$ cat config.mk
export PLATFORM = sky130hd
export DESIGN_NAME = weight_loader
export DESIGN_NICKNAME = d
export VERILOG_FILES = /design/src/rtl/weight_loader.sv
export SDC_FILE = /design/constraint.sdc
export NUM_CORES = 1
export LEC_CHECK = 0
export BUFFER_PORTS_ARGS = -buffer_cell sky130_fd_sc_hd__buf_2
export CORE_ASPECT_RATIO = 0.9
export CORE_MARGIN = 5
export CORE_UTILIZATION = 46
export DETAILED_ROUTE_END_ITERATION = 10
export GPL_TIMING_DRIVEN = 0
export PLACE_DENSITY = 0.85
export SLEW_MARGIN = 20
export SYNTH_ARGS = -nofsm -noshare
export SYNTH_HDL_FRONTEND = slang
export SYNTH_SLANG_ARGS = --single-unit
$ cat constraint.sdc
create_clock -name clk -period 2 [get_ports clk]
set_clock_uncertainty 0.15 [all_clocks]
set_input_delay 0.3 -clock clk [delete_from_list [all_inputs] [get_ports clk]]
set_output_delay 0.3 -clock clk [all_outputs]
set_load 0.1 [all_outputs]
$ cat src/rtl/weight_loader.sv
// Weight loader: streams weight rows into a systolic PE array, one row per accepted beat.
// Optional stall timeout with ABORT state is enabled by defining WL_TIMEOUT_EN.
//
// state  | meaning
// IDLE   | waiting for start
// LOAD   | accepting weight beats, one row strobe per transfer
// FLUSH  | one-cycle gap after the final row strobe
// DONE   | completion pulse (clear_acc only when rows were loaded)
// ABORT  | stall timeout pulse, err set (WL_TIMEOUT_EN only)
module weight_loader #(
   parameter int ROWS        = 4,
   parameter int COLS        = 4,
   parameter int DATA_W      = 8,
   parameter int TIMEOUT_CYC = 256
) (
   input  logic                       clk,
   input  logic                       rst,
   input  logic                       start,
   input  logic [$clog2(ROWS+1)-1:0]  num_rows,
   input  logic                       w_valid,
   output logic                       w_ready,
   input  logic [COLS*DATA_W-1:0]     w_data,
   output logic [ROWS-1:0]            load_weight,
   output logic [COLS*DATA_W-1:0]     weight_out,
   output logic                       clear_acc,
   output logic                       busy,
   output logic                       done,
   output logic                       err
);

   localparam int CNT_W = $clog2(ROWS+1);
   localparam logic [CNT_W-1:0] ROWS_C = CNT_W'(ROWS);

   if (TIMEOUT_CYC < 1) begin : g_bad_timeout
      $error("weight_loader: TIMEOUT_CYC must be at least 1");
   end

`ifdef WL_TIMEOUT_EN
   typedef enum logic [2:0] {S_IDLE, S_LOAD, S_FLUSH, S_DONE, S_ABORT} state_t;
`else
   typedef enum logic [1:0] {S_IDLE, S_LOAD, S_FLUSH, S_DONE} state_t;
`endif

   state_t            state_q, state_d;
   logic [CNT_W-1:0]  rows_q;
   logic [CNT_W-1:0]  row_cnt_q;
   logic [CNT_W-1:0]  rows_clamped;
   logic              flushed_q;
   logic              accept;
   logic              last_beat;
   logic              stall_hit;

   assign rows_clamped = (num_rows > ROWS_C) ? ROWS_C : num_rows;
   assign w_ready      = (state_q == S_LOAD);
   assign accept       = (state_q == S_LOAD) && w_valid;
   assign last_beat    = accept && (row_cnt_q == rows_q - CNT_W'(1));

`ifdef WL_TIMEOUT_EN
   localparam int ST_W = $clog2(TIMEOUT_CYC+1);
   logic [ST_W-1:0] stall_cnt_q;
   logic            err_q;

   assign stall_hit = (state_q == S_LOAD) && !accept &&
                      (stall_cnt_q == ST_W'(TIMEOUT_CYC-1));
   assign err       = err_q;

   always_ff @(posedge clk) begin
      if (rst) begin
         stall_cnt_q <= '0;
         err_q       <= 1'b0;
      end else begin
         if ((state_q == S_LOAD) && !accept) stall_cnt_q <= stall_cnt_q + ST_W'(1);
         else                                stall_cnt_q <= '0;
         // err stays up through IDLE until the next accepted start
         if ((state_q == S_IDLE) && start) err_q <= 1'b0;
         else if (stall_hit)               err_q <= 1'b1;
      end
   end
`else
   assign stall_hit = 1'b0;
   assign err       = 1'b0;
`endif

   always_comb begin
      state_d   = state_q;
      busy      = 1'b1;
      done      = 1'b0;
      clear_acc = 1'b0;
      case (state_q)
         S_IDLE: begin
            busy = 1'b0;
            if (start) state_d = (rows_clamped == '0) ? S_DONE : S_LOAD;
         end
         S_LOAD: begin
            if (last_beat)      state_d = S_FLUSH;
            else if (stall_hit) state_d = state_t'(S_DONE + 1);
         end
         S_FLUSH: state_d = S_DONE;
         S_DONE: begin
            done      = 1'b1;
            clear_acc = flushed_q;
            state_d   = S_IDLE;
         end
`ifdef WL_TIMEOUT_EN
         S_ABORT: begin
            done    = 1'b1;
            state_d = S_IDLE;
         end
`endif
         default: state_d = S_IDLE;
      endcase
   end

   always_ff @(posedge clk) begin
      if (rst) begin
         state_q     <= S_IDLE;
         rows_q      <= '0;
         row_cnt_q   <= '0;
         flushed_q   <= 1'b0;
         load_weight <= '0;
         weight_out  <= '0;
      end else begin
         state_q     <= state_d;
         // marks a DONE entered from FLUSH, as opposed to a zero-row start
         flushed_q   <= (state_q == S_FLUSH);
         load_weight <= '0;
         if ((state_q == S_IDLE) && start) begin
            rows_q    <= rows_clamped;
            row_cnt_q <= '0;
         end
         if (accept) begin
            load_weight <= ROWS'(1) << row_cnt_q;
            weight_out  <= w_data;
            row_cnt_q   <= row_cnt_q + CNT_W'(1);
         end
      end
   end

endmodule
==> run_results.csv <==
group,metric,value,unit
worst_setup_path,crit_path_max_fanout,4,
worst_hold_path,hold_path.class,"in2reg",
sta,relSlewSlack,66.6,%
global_route,busiest_layer,"met2",
layout,nets,343,
flow_run,cap_violations,0,
floorplan,rows,21,
floorplan,die_h,68.6,um
synthesis,avgSynthCellArea,8.24,um^2
floorplan,start_util,47.3,%
sta,rsz0062_at_grt,"no",
floorplan,coreArea,3700,um^2
sta,hold_violations,0,
floorplan,io_pins,80,
route,vias,1632,
place,portBuffers,77,
outcome,status,"finished clean",
power,total_power,2.98,mW
global_route,grt_util_met1,17.3,%
power,max-vdd-ir-drop,0.699,mV
clocking,clock_path_buffers,2,
sta,tns,0,ps
clocking,h-tree-depth,2,
global_route,grt_pass1_vias,1513,
global_route,grt_use_met3,4.49,%
synthesis,syn_inst,213,
synthesis,ys_seq_area_share,51.4,%
clocking,postCtsSetupRepairBufs,0,
worst_setup_path,path_class,"reg2out",
route,viasPerCell,4.77,
sta,fin_crit,1870,ps
layout,fillCellCount,356,
layout,n_antenna_cell,0,
global_route,antenna_found_initial,0,
route,dr.first_iter.drc_count,45,
worst_setup_path,crit_arrival,1420,ps
floorplan,die_x,75.1,um
route,drc,0,
synthesis,ys_ff_latch,45,
sta,fmax,536,MHz
place,gp_congestion,0.744,
place,place_hpwl,2990,um
power,powerDensity,1310,nW/um^2
place,dp.cells,336,
sta,post-route-period-util,93.3,%
synthesis,ys_warn_count,0,
clocking,cts_sinks,45,
sta,max_slew.worst_pin.slew,501,ps
clocking,clk_latency,290,ps
route,first_pass_iters,4,
route,wirelength,3960,um
worst_setup_path,worst_ep_required_time,1550,ps
floorplan,dieArea,5150,um^2
layout,layout_common_cells,"buf_2 (80), nand2_1 (68), dfxtp_1 (45)",
global_route,grt-ovfl-total,0,
layout,fin_cells,342,
clocking,cts_tree,"done",
clocking,numCtsBuffers,5,
layout,area_delta_synth_final,29.9,%
clocking,cts-root-buf,"clkbuf_8",
global_route,grt_max_degree,13,
sta,fin_ws,134,ps
synthesis,ys_types,28,
power,p_leak,1.09,nW
global_route,gr-usage-all-layers,15.6,%
clocking,clk_pin_slew_worst_paths,70,ps
layout,drive_gt1_share,32.1,%
place,place_ws,193,ps
layout,layout_commonest_cell,"buf_2",
route,antenna_left,0,
route,wl_per_cell,11.6,um
worst_setup_path,crit_path_end_kind,"primary output",
synthesis,syn_nets,259,
global_route,grt.met2_usage,27.9,%
sta,slew_violations,0,
synthesis,syn-cell-area,1750,um^2
sta,finalSetupViolations,0,
global_route,grt_pass1_wl,6140,um
worst_setup_path,cp-start-kind,"flip-flop",
-- layer usage --
metal | vias up | part of all wire, %
met5 | - | 0
met4 | 0 | 0.91
met3 | 5 | 8.3
met2 | 55 | 47
met1 | 721 | 44
li1 | 851 | -
-- cell type report --
type                       instances  area, um^2  area share (%)
timing repair buffer              77         388            17.0
sequential                        45         901            39.5
clock buffer                       5        68.8            3.02
tap                               46        57.6            2.53
inverter                           6        22.5           0.988
multi-input combinational        149         774            34.0
clock inverter                     1        5.00           0.220
buffer                            13        61.3            2.69
-- registers in the layout (all words and copies together), names as in the netlist --
name and count:
row_cnt_q 3, rows_q 3, load_weight 4, flushed_q 1
state_q 2, weight_out 32
-- synth_stat cells, drive strengths merged --
master,instances,share of area [%]
nand2,68,15
dfxtp,45,51
a21oi,40,12
nor2,9,1.9
clkbuf,8,1.7
ha,7,5.0
inv,6,1.3
buf,5,1.6
nor3b,3,1.3
and2,2,0.71
mux2i,2,1.1
nor3,2,0.57
xnor2,2,1.0
xor2,2,1.0
a22oi,1,0.43
a41oi,1,0.93
and3,1,0.43
and3b,1,0.50
conb,1,0.21
mux2,1,0.64
nand2b,1,0.36
nand3,1,0.29
nand3b,1,0.43
nor2b,1,0.36
o21ai,1,0.29
o21bai,1,0.43
-- final timing paths --
path | cells after the start | startpoint | endpoint | slack (ps)
setup / recovery | 3 | state_q[1]$_SDFFE_PP0P_ | w_ready | 130
hold / removal | 3 | w_data[23] | weight_out[23]$_SDFFE_PP0P_ | 90
setup reg to reg | 6 | rows_q[0]$_SDFFE_PP0P_ | state_q[1]$_SDFFE_PP0P_ | 170
hold reg to reg | 2 | weight_out[2]$_SDFFE_PP0P_ | weight_out[2]$_SDFFE_PP0P_ | 300
-- kinds of logic (layout without fill, tap and decap cells) --
family | Yosys count | after routing | synth area share, %
compound gates | 44 | 44 | 13.7
xor+xnor | 4 | 4 | 2.00
fa+ha+maj | 7 | 7 | 4.99
buf+inv | 19 | 102 | 4.57
flops | 45 | 45 | 51.4
mux | 3 | 3 | 1.78
other cells | 1 | 1 | 0.214
simple gates | 90 | 90 | 21.4
-- power breakdown --
| part | switching (mW) | total, mW | internal (mW) |
|---|---|---|---|
| combinational | 1.13 | 1.41 | 0.278 |
| sequential | 0.0637 | 1.07 | 1.01 |
| clock | 0.270 | 0.500 | 0.230 |
| total | 1.46 | 2.98 | 1.52 |
-- stage by stage --
stage          utilization (%)  cell area, um^2  hold slack (ps)
6_report                  61.5             2280             91.7
3_3_place_gp              59.3             2200              289
2_1_floorplan                -             1760              286
4_1_cts                   61.4             2270             85.1
5_1_grt                   61.5             2280             81.2
3_5_place_dp              59.3             2200              294
-- critical path, cell delays in order, from the launching register on --
cell     delay [ps]
dfxtp_1         330
inv_1           120
ha_1            230
buf_2           450
-- timing repair --
action,4_1_cts,5_1_grt
hold buffers,0,0
setup endpoints to repair,1,5
endpoints found under the hold margin,0,0
resized for setup,1,6
No activity file was read; power rests on OpenSTA's default activity.
